File: src/rtl/axil_gpio_bank.sv
// AXI4-Lite GPIO bank: NUM_OUT strobed R/W output words, NUM_IN sampled read-only words.
// Write commits 1 cycle after both AW/W held (B in cycle 2); read data 1 cycle after AR; B/R hold until ready.
module axil_gpio_bank #(
    parameter int                       NUM_OUT    = 4,
    parameter int                       NUM_IN     = 2,
    parameter int                       ADDR_WIDTH = 8,
    parameter logic [NUM_OUT*32-1:0]    OUT_RESET  = '0,
    parameter int                       IN_W       = (NUM_IN > 0) ? NUM_IN*32 : 32
) (
    input  logic                        clk,
    input  logic                        resetn,
    input  logic [ADDR_WIDTH-1:0]       s_axil_awaddr,
    input  logic                        s_axil_awvalid,
    output logic                        s_axil_awready,
    input  logic [31:0]                 s_axil_wdata,
    input  logic [3:0]                  s_axil_wstrb,
    input  logic                        s_axil_wvalid,
    output logic                        s_axil_wready,
    output logic [1:0]                  s_axil_bresp,
    output logic                        s_axil_bvalid,
    input  logic                        s_axil_bready,
    input  logic [ADDR_WIDTH-1:0]       s_axil_araddr,
    input  logic                        s_axil_arvalid,
    output logic                        s_axil_arready,
    output logic [31:0]                 s_axil_rdata,
    output logic [1:0]                  s_axil_rresp,
    output logic                        s_axil_rvalid,
    input  logic                        s_axil_rready,
    output logic [NUM_OUT*32-1:0]       gpio_out,
    output logic [NUM_OUT-1:0]          gpio_upd,
    input  logic [IN_W-1:0]             gpio_in
);

    localparam int IDX_W = ADDR_WIDTH - 2;
    localparam logic [IDX_W:0] N_OUT = (IDX_W+1)'(NUM_OUT);
    localparam logic [IDX_W:0] N_TOT = (IDX_W+1)'(NUM_OUT + NUM_IN);

    localparam logic [1:0] RESP_OK     = 2'b00;
    localparam logic [1:0] RESP_SLVERR = 2'b10;
    localparam logic [1:0] RESP_DECERR = 2'b11;

    logic                   live_q;
    logic                   aw_full_q, aw_full_d;
    logic [IDX_W-1:0]       aw_idx_q, aw_idx_d;
    logic                   w_full_q, w_full_d;
    logic [31:0]            w_dat_q, w_dat_d;
    logic [3:0]             w_strb_q, w_strb_d;
    logic                   bvalid_q, bvalid_d;
    logic [1:0]             bresp_q, bresp_d;
    logic                   rvalid_q, rvalid_d;
    logic [31:0]            rdata_q, rdata_d;
    logic [1:0]             rresp_q, rresp_d;
    logic [NUM_OUT*32-1:0]  out_q, out_d;
    logic [NUM_OUT-1:0]     upd_q, upd_d;
    logic [IN_W-1:0]        in_q;

    logic                   aw_hs, w_hs, ar_hs, commit;
    logic [IDX_W-1:0]       ar_idx;
    logic                   aw_is_out, aw_is_in, ar_is_out, ar_is_in;

    // Byte offset within a word carries no meaning here.
    logic unused_addr_lsb;
    assign unused_addr_lsb = ^{s_axil_awaddr[1:0], s_axil_araddr[1:0]};

    assign s_axil_awready = live_q && !aw_full_q;
    assign s_axil_wready  = live_q && !w_full_q;
    assign s_axil_arready = live_q && !rvalid_q;
    assign s_axil_bvalid  = bvalid_q;
    assign s_axil_bresp   = bresp_q;
    assign s_axil_rvalid  = rvalid_q;
    assign s_axil_rdata   = rdata_q;
    assign s_axil_rresp   = rresp_q;
    assign gpio_out       = out_q;
    assign gpio_upd       = upd_q;

    assign aw_hs  = s_axil_awvalid && s_axil_awready;
    assign w_hs   = s_axil_wvalid  && s_axil_wready;
    assign ar_hs  = s_axil_arvalid && s_axil_arready;
    assign commit = aw_full_q && w_full_q && !bvalid_q;
    assign ar_idx = s_axil_araddr[ADDR_WIDTH-1:2];

    assign aw_is_out = ({1'b0, aw_idx_q} < N_OUT);
    assign aw_is_in  = !aw_is_out && ({1'b0, aw_idx_q} < N_TOT);
    assign ar_is_out = ({1'b0, ar_idx} < N_OUT);
    assign ar_is_in  = !ar_is_out && ({1'b0, ar_idx} < N_TOT);

    always_comb begin
        aw_full_d = aw_full_q;
        aw_idx_d  = aw_idx_q;
        w_full_d  = w_full_q;
        w_dat_d   = w_dat_q;
        w_strb_d  = w_strb_q;
        bvalid_d  = bvalid_q;
        bresp_d   = bresp_q;
        out_d     = out_q;
        upd_d     = '0;

        if (bvalid_q && s_axil_bready) begin
            bvalid_d = 1'b0;
        end

        // Commit only ever fires with both holders full, so it never races a new handshake.
        if (commit) begin
            aw_full_d = 1'b0;
            w_full_d  = 1'b0;
            bvalid_d  = 1'b1;
            if (aw_is_out) begin
                bresp_d = RESP_OK;
                for (int k = 0; k < NUM_OUT; k++) begin
                    if (aw_idx_q == IDX_W'(k)) begin
                        upd_d[k] = 1'b1;
                        for (int b = 0; b < 4; b++) begin
                            if (w_strb_q[b]) begin
                                out_d[32*k+8*b +: 8] = w_dat_q[8*b +: 8];
                            end
                        end
                    end
                end
            end else if (aw_is_in) begin
                bresp_d = RESP_SLVERR;
            end else begin
                bresp_d = RESP_DECERR;
            end
        end

        if (aw_hs) begin
            aw_full_d = 1'b1;
            aw_idx_d  = s_axil_awaddr[ADDR_WIDTH-1:2];
        end
        if (w_hs) begin
            w_full_d = 1'b1;
            w_dat_d  = s_axil_wdata;
            w_strb_d = s_axil_wstrb;
        end
    end

    // Reads sample out_q before any same-cycle commit lands.
    always_comb begin
        rvalid_d = rvalid_q;
        rdata_d  = rdata_q;
        rresp_d  = rresp_q;

        if (rvalid_q && s_axil_rready) begin
            rvalid_d = 1'b0;
        end

        if (ar_hs) begin
            rvalid_d = 1'b1;
            rdata_d  = '0;
            rresp_d  = RESP_DECERR;
            if (ar_is_out) begin
                rresp_d = RESP_OK;
                for (int k = 0; k < NUM_OUT; k++) begin
                    if (ar_idx == IDX_W'(k)) begin
                        rdata_d = out_q[32*k +: 32];
                    end
                end
            end else if (ar_is_in) begin
                rresp_d = RESP_OK;
                for (int j = 0; j < NUM_IN; j++) begin
                    if (ar_idx == IDX_W'(NUM_OUT + j)) begin
                        rdata_d = in_q[32*j +: 32];
                    end
                end
            end
        end
    end

    always_ff @(posedge clk) begin
        if (!resetn) begin
            live_q    <= 1'b0;
            aw_full_q <= 1'b0;
            aw_idx_q  <= '0;
            w_full_q  <= 1'b0;
            w_dat_q   <= '0;
            w_strb_q  <= '0;
            bvalid_q  <= 1'b0;
            bresp_q   <= RESP_OK;
            rvalid_q  <= 1'b0;
            rdata_q   <= '0;
            rresp_q   <= RESP_OK;
            out_q     <= OUT_RESET;
            upd_q     <= '0;
            in_q      <= '0;
        end else begin
            live_q    <= 1'b1;
            aw_full_q <= aw_full_d;
            aw_idx_q  <= aw_idx_d;
            w_full_q  <= w_full_d;
            w_dat_q   <= w_dat_d;
            w_strb_q  <= w_strb_d;
            bvalid_q  <= bvalid_d;
            bresp_q   <= bresp_d;
            rvalid_q  <= rvalid_d;
            rdata_q   <= rdata_d;
            rresp_q   <= rresp_d;
            out_q     <= out_d;
            upd_q     <= upd_d;
            in_q      <= gpio_in;
        end
    end

endmodule

File: config.mk
export PLATFORM = sky130hd
export DESIGN_NAME = axil_gpio_bank
export DESIGN_NICKNAME = d
export VERILOG_FILES = /design/src/rtl/axil_gpio_bank.sv
export SDC_FILE = /design/constraint.sdc
export NUM_CORES = 1
export LEC_CHECK = 0
export ABC_CLOCK_PERIOD_IN_PS = 3780
export CAP_MARGIN = 20
export CORE_UTILIZATION = 52
export CTS_CLUSTER_DIAMETER = 30
export DETAILED_ROUTE_END_ITERATION = 16
export PLACE_DENSITY = 0.84
export SLEW_MARGIN = 10
export SYNTH_ARGS = -nofsm -noshare
export SYNTH_HDL_FRONTEND = slang
export SYNTH_SLANG_ARGS = --single-unit
File: constraint.sdc
create_clock -name clk -period 3.78 [get_ports clk]
set_input_delay 0.567 -clock clk [delete_from_list [all_inputs] [get_ports clk]]
set_output_delay 0.567 -clock clk [all_outputs]
set_load 0.1 [all_outputs]
Yosys cells after proc, flatten, opt, wreduce, memory -nomap -nowiden
Cells that the tools add are included.
{ "totals": {"register_bits": 279, "latch_bits": 0, "ramBits": 0, "mem_bits_ro": 0, "input_bits": 123, "output_inout_bits": 173, "word_cells": 106, "n_memories": 0} }
{ "classes": {"n_addsub": 0, "n_mul": 0, "div_mod_pow": 0, "order_cmp": 4, "eq_ne": 8, "shifts": 0, "mux": 24, "n_bitwise": 0, "reduce_logical": 41} }
{ "ops": {"columns": ["op", "n"], "rows": [
  ["2-to-1 mux 32 bit", 8],
  ["AND reduction 4 bit", 16],
  ["== test 6 x 2 -> 1 bit (second input constant)", 4],
  ["< comparator 6 x 3 -> 1 bit (second input constant)", 4],
  ["2-to-1 mux 1 bit", 13],
  ["== test 6 x 1 -> 1 bit (second input constant)", 2],
  ["== test 6 x 3 -> 1 bit (second input constant)", 2],
  ["logical AND 1 bit", 12],
  ["logical NOT 6 bit", 2],
  ["nonzero test 2 bit", 4],
  ["logical NOT 1 bit", 6],
  ["2-to-1 mux 2 bit", 3],
  ["AND reduction 3 bit", 1]
]} }

Longest topological paths before layout
{ "logic_depth": {"depth_word": 6, "ltp_mapped": 6, "ltp_nobuf": 4} }

Worst setup path before layout
No wires, ideal clock.
{ "synth_path": {"path_type": "reg2reg", "startpoint": "register rvalid_q, in the netlist s_axil_rvalid", "endpoint": "register rdata_q[11], in the netlist s_axil_rdata[11]", "setup_time_ps": 75, "arrival_ps": 3140, "required_ps": 3705, "slack_ps": 565, "path_stages_with_launch": 7, "path_buffers": 2, "synth_period_minus_slack_ps": 3215, "path_cell_list": "dfxtp_1 nor2b_1 and2_1 clkbuf_1 clkbuf_1 o21ai_0 a31oi_1"} }
{ "synth_via": {"elab_chain_cells": 3} }
{ "synth_lines": {"columns": ["item", "line", "rtl"], "rows": [
  ["start: declaration", "50", "logic rvalid_q, rvalid_d;"],
  ["start signal: assignment", "194", "rvalid_q <= rvalid_d;"],
  ["logical NOT 1 bit", "67", "assign s_axil_arready = live_q && !rvalid_q;"],
  ["logical AND 1 bit", "67", null],
  ["via s_axil_arready", "24", "output logic s_axil_arready,"],
  ["logical AND 1 bit", "78", "assign ar_hs = s_axil_arvalid && s_axil_arready;"],
  ["end signal: assignment", "195", "rdata_q <= rdata_d;"],
  ["end: declaration", "51", "logic [31:0] rdata_q, rdata_d;"]
]} }
The timed path passes the listed nets, and every way through them passes these cells.
A chain may end at the register's enable or synchronous reset.

Final worst setup path
{ "layout_path": {"startpoint": "register live_q", "endpoint": "output s_axil_awready"} }
{ "layout_via": {"elab_chain_cells": 1} }
{ "layout_lines": {"columns": ["item", "line", "rtl"], "rows": [
  ["start: declaration", "42", "logic live_q;"],
  ["start signal: assignment", "171", "live_q <= 1'b0;"],
  ["start signal: assignment", "186", "live_q <= 1'b1;"],
  ["logical AND 1 bit", "65", "assign s_axil_awready = live_q && !aw_full_q;"],
  ["end: declaration", "14", "output logic s_axil_awready,"]
]} }
Every way passes these cells.

==> results.sh <==
export IMPL_status="finished clean"
export IMPL_synthesis_area_sq_um=11000
export IMPL_utilization_pct=77.90
export IMPL_finalWirelength_um=35910
export IMPL_slew_headroom_pct=22.24
export IMPL_remaining_drc_errors=0
export IMPL_n_fill_cell=1354
export IMPL_ir_drop_mv=0.3692
export IMPL_drive_above_1_share_pct=13.68
export IMPL_crit_arrival_ns=2.58
export IMPL_io_buffer_count=291
export IMPL_tns_ns=0
export IMPL_setup_viol=0
export IMPL_r2r_slack_ns=1.37
export IMPL_min_from="w_dat_q[28]$_SDFFE_PN0P_"
export IMPL_post_cts_setup_buffers=0
export IMPL_wl_per_cell_um=20.71
export IMPL_finish_net_count=1544
export IMPL_max_freq_mhz=317.3
export IMPL_cts_path_max_buffers=3
export IMPL_yosysTopAreaCell="dfxtp_1"
export IMPL_ctsResizeCount=0
export IMPL_firstDrtPassIters=5
export IMPL_overflow=0
export IMPL_critPathKind="reg -> out"
export IMPL_viasPerCell=5.601
export IMPL_period_minus_slack_ns=3.152
export IMPL_min_period_over_period_pct=83.38
export IMPL_place_ws_ns=0.8497
export IMPL_grt_pass1_vias=9846
export IMPL_yosysUniqueCellTypes=40
export IMPL_postCtsHoldBufs=0
export IMPL_gp_congestion=0.8165
export IMPL_die_height_um=147.5
export IMPL_r2r_start="s_axil_bvalid$_SDFFE_PN0P_"
export IMPL_seq_area_frac_synth_pct=50.58
export IMPL_drv_slew=0
export IMPL_avgSynthCellArea_sq_um=9.677
export IMPL_power_total_mw=8.529
export IMPL_clkLatencyLatePin_ns=0.55
export IMPL_grt_pass1_wl_um=54580
export IMPL_dp_hpwl_um=22760
export IMPL_start_util_pct=53.69
export IMPL_ys_seq_elements=278
export IMPL_fp_dieW_um=147.5
export IMPL_fin_worst_skew_ns=0.01398
export IMPL_synthesis_nets=1260
export IMPL_yosysTopAreaCellShare_pct=50.58
export IMPL_crit_path_max_fanout=8
export IMPL_grtUsageTotal_pct=32.55
export IMPL_num_vias=9712
export IMPL_crit_path_start_kind="flop"
export IMPL_cts_htree_levels=2
export IMPL_p_leak_nw=5.981
export IMPL_synthArstFlopShare_pct=0
export IMPL_num_rows=52
export IMPL_io_pin_count=296
export IMPL_endpoint_kind="primary output"
export IMPL_dieArea_sq_um=21750
export IMPL_syn_inst=1137
export IMPL_synth_ff_type="dfxtp_1"
export IMPL_layout_common_cells="clkdlybuf4s50_1, dfxtp_1, nand2_1, mux2i_1, and2_1"
export IMPL_ant_nets=0
export IMPL_rsz0062_at_grt="false"
export IMPL_worstMarginPinSlew_ns=1.164
export IMPL_worst_slack_ns=0.6283
export IMPL_core_area_sq_um=20490
export IMPL_p_per_area_nw_per_um2=534.2
export IMPL_grt_start_max_net_pins=124
export IMPL_yosysWarningCount=0
export IMPL_synth_edf_count=0
export IMPL_timing_max_cap_violations=0
export IMPL_hold_class="reg -> reg"
export IMPL_hold_viol_final=0
export IMPL_cts_sinks=278
export IMPL_clockRootBuffer="clkbuf_16"
export IMPL_area_growth_synth_to_final_pct=45.10
export IMPL_cts_buffers=50
export IMPL_cp_required_ns=3.21
export IMPL_cts_tree="built"
export IMPL_final_common_cell="clkdlybuf4s50_1"
export IMPL_synthTopCellsByArea="dfxtp_1, mux2i_1, nand2_1"
export IMPL_cts_reportedPaths_clkPinSlew_ns=0.05
export IMPL_antenna_found_initial=1
export IMPL_worstSetupStartpoint="live_q$_DFF_P_"
export IMPL_drtIter0Drc=589
registers in the layout (all words and copies together), names as in the netlist, 2 cells and up:
signal,cells
w_strb_q,4
aw_idx_q,6
s_axil_bresp,2
s_axil_rdata,32
gpio_upd,4
in_q,64
gpio_out,128
w_dat_q,32
Yosys cell counts (2+ instances only):
master,number
nand3b_2,2
nand3_1,6
a222oi_1,10
buf_1,8
nor2_1,19
nor3_1,10
o21a_1,3
a21boi_0,44
buf_2,5
clkbuf_1,62
o21ai_0,35
nor2b_1,15
o22ai_1,10
buf_4,2
dfxtp_1,278
a22oi_1,21
a21oi_1,43
mux2i_1,128
mux2_2,62
nor2_2,12
nand2b_1,2
a31oi_1,11
a2111oi_0,2
nand2_1,251
nand3_4,4
or4_1,2
and2_1,67
and3_1,11
per-layer routing:
metal	part of all wire [%]	up-vias	global-route usage (%)
met5	0	-	0
met4	4.2	0	16.55
met3	8.6	111	7.037
met2	48	500	55.71
met1	39	4601	38.43
li1	-	4500	-
report_power, final:
group / switching, mW / internal (mW)
clock: 1.56 / 3.22
combinational: 0.434 / 0.250
sequential: 0.0423 / 3.02
total: 2.03 / 6.49
worst max-delay path, stage by stage (launching register included):
cell and delay [ns]:
dfxtp_1 0.32, nor2b_1 0.47, clkdlybuf4s50_1 1.24
final cells by class:
cell class	instances	area [sq um]	area share, %
repair buffers	309	3079	19.29
diodes	2	5.005	0.03135
multi-input cells	781	5145	32.23
flip-flops and latches	278	5565	34.86
inverters	1	3.754	0.02351
clock inverters	32	455.4	2.853
clock buffers	61	1374	8.605
well taps	270	337.8	2.116
worst paths after layout:
path / end / cells past startpoint
setup / recovery: s_axil_awready / 2
hold / removal: w_dat_q[28]$_SDFFE_PN0P_ / 2
setup reg to reg: gpio_out[90]$_SDFFE_PN0P_ / 4
hold reg to reg: w_dat_q[28]$_SDFFE_PN0P_ / 2
logic make-up (layout without fill, tap and decap cells):
logic type             Yosys count  in the layout  synth area share [%]
AO/OA/AOI/OAI                  181            181                 10.62
buffers and inverters           78            403                 2.786
flip-flops                     278            278                 50.58
multiplexers                   191            191                 18.19
other                            0              2                     0
AND/OR/NAND/NOR                409            409                 17.82
metrics by stage:
| stage | cell area, sq um | cells | hold slack, ns |
|---|---|---|---|
| floorplan | 11000 | 1137 | 0.4437 |
| global placement | 14130 | 1639 | 0.4518 |
| detailed placement | 14130 | 1639 | 0.4571 |
| CTS | 15960 | 1732 | 0.4657 |
| global route | 15960 | 1733 | 0.4792 |
| finish | 15970 | 1734 | 0.4643 |
Note: power is estimated with default switching activity, not from simulation.
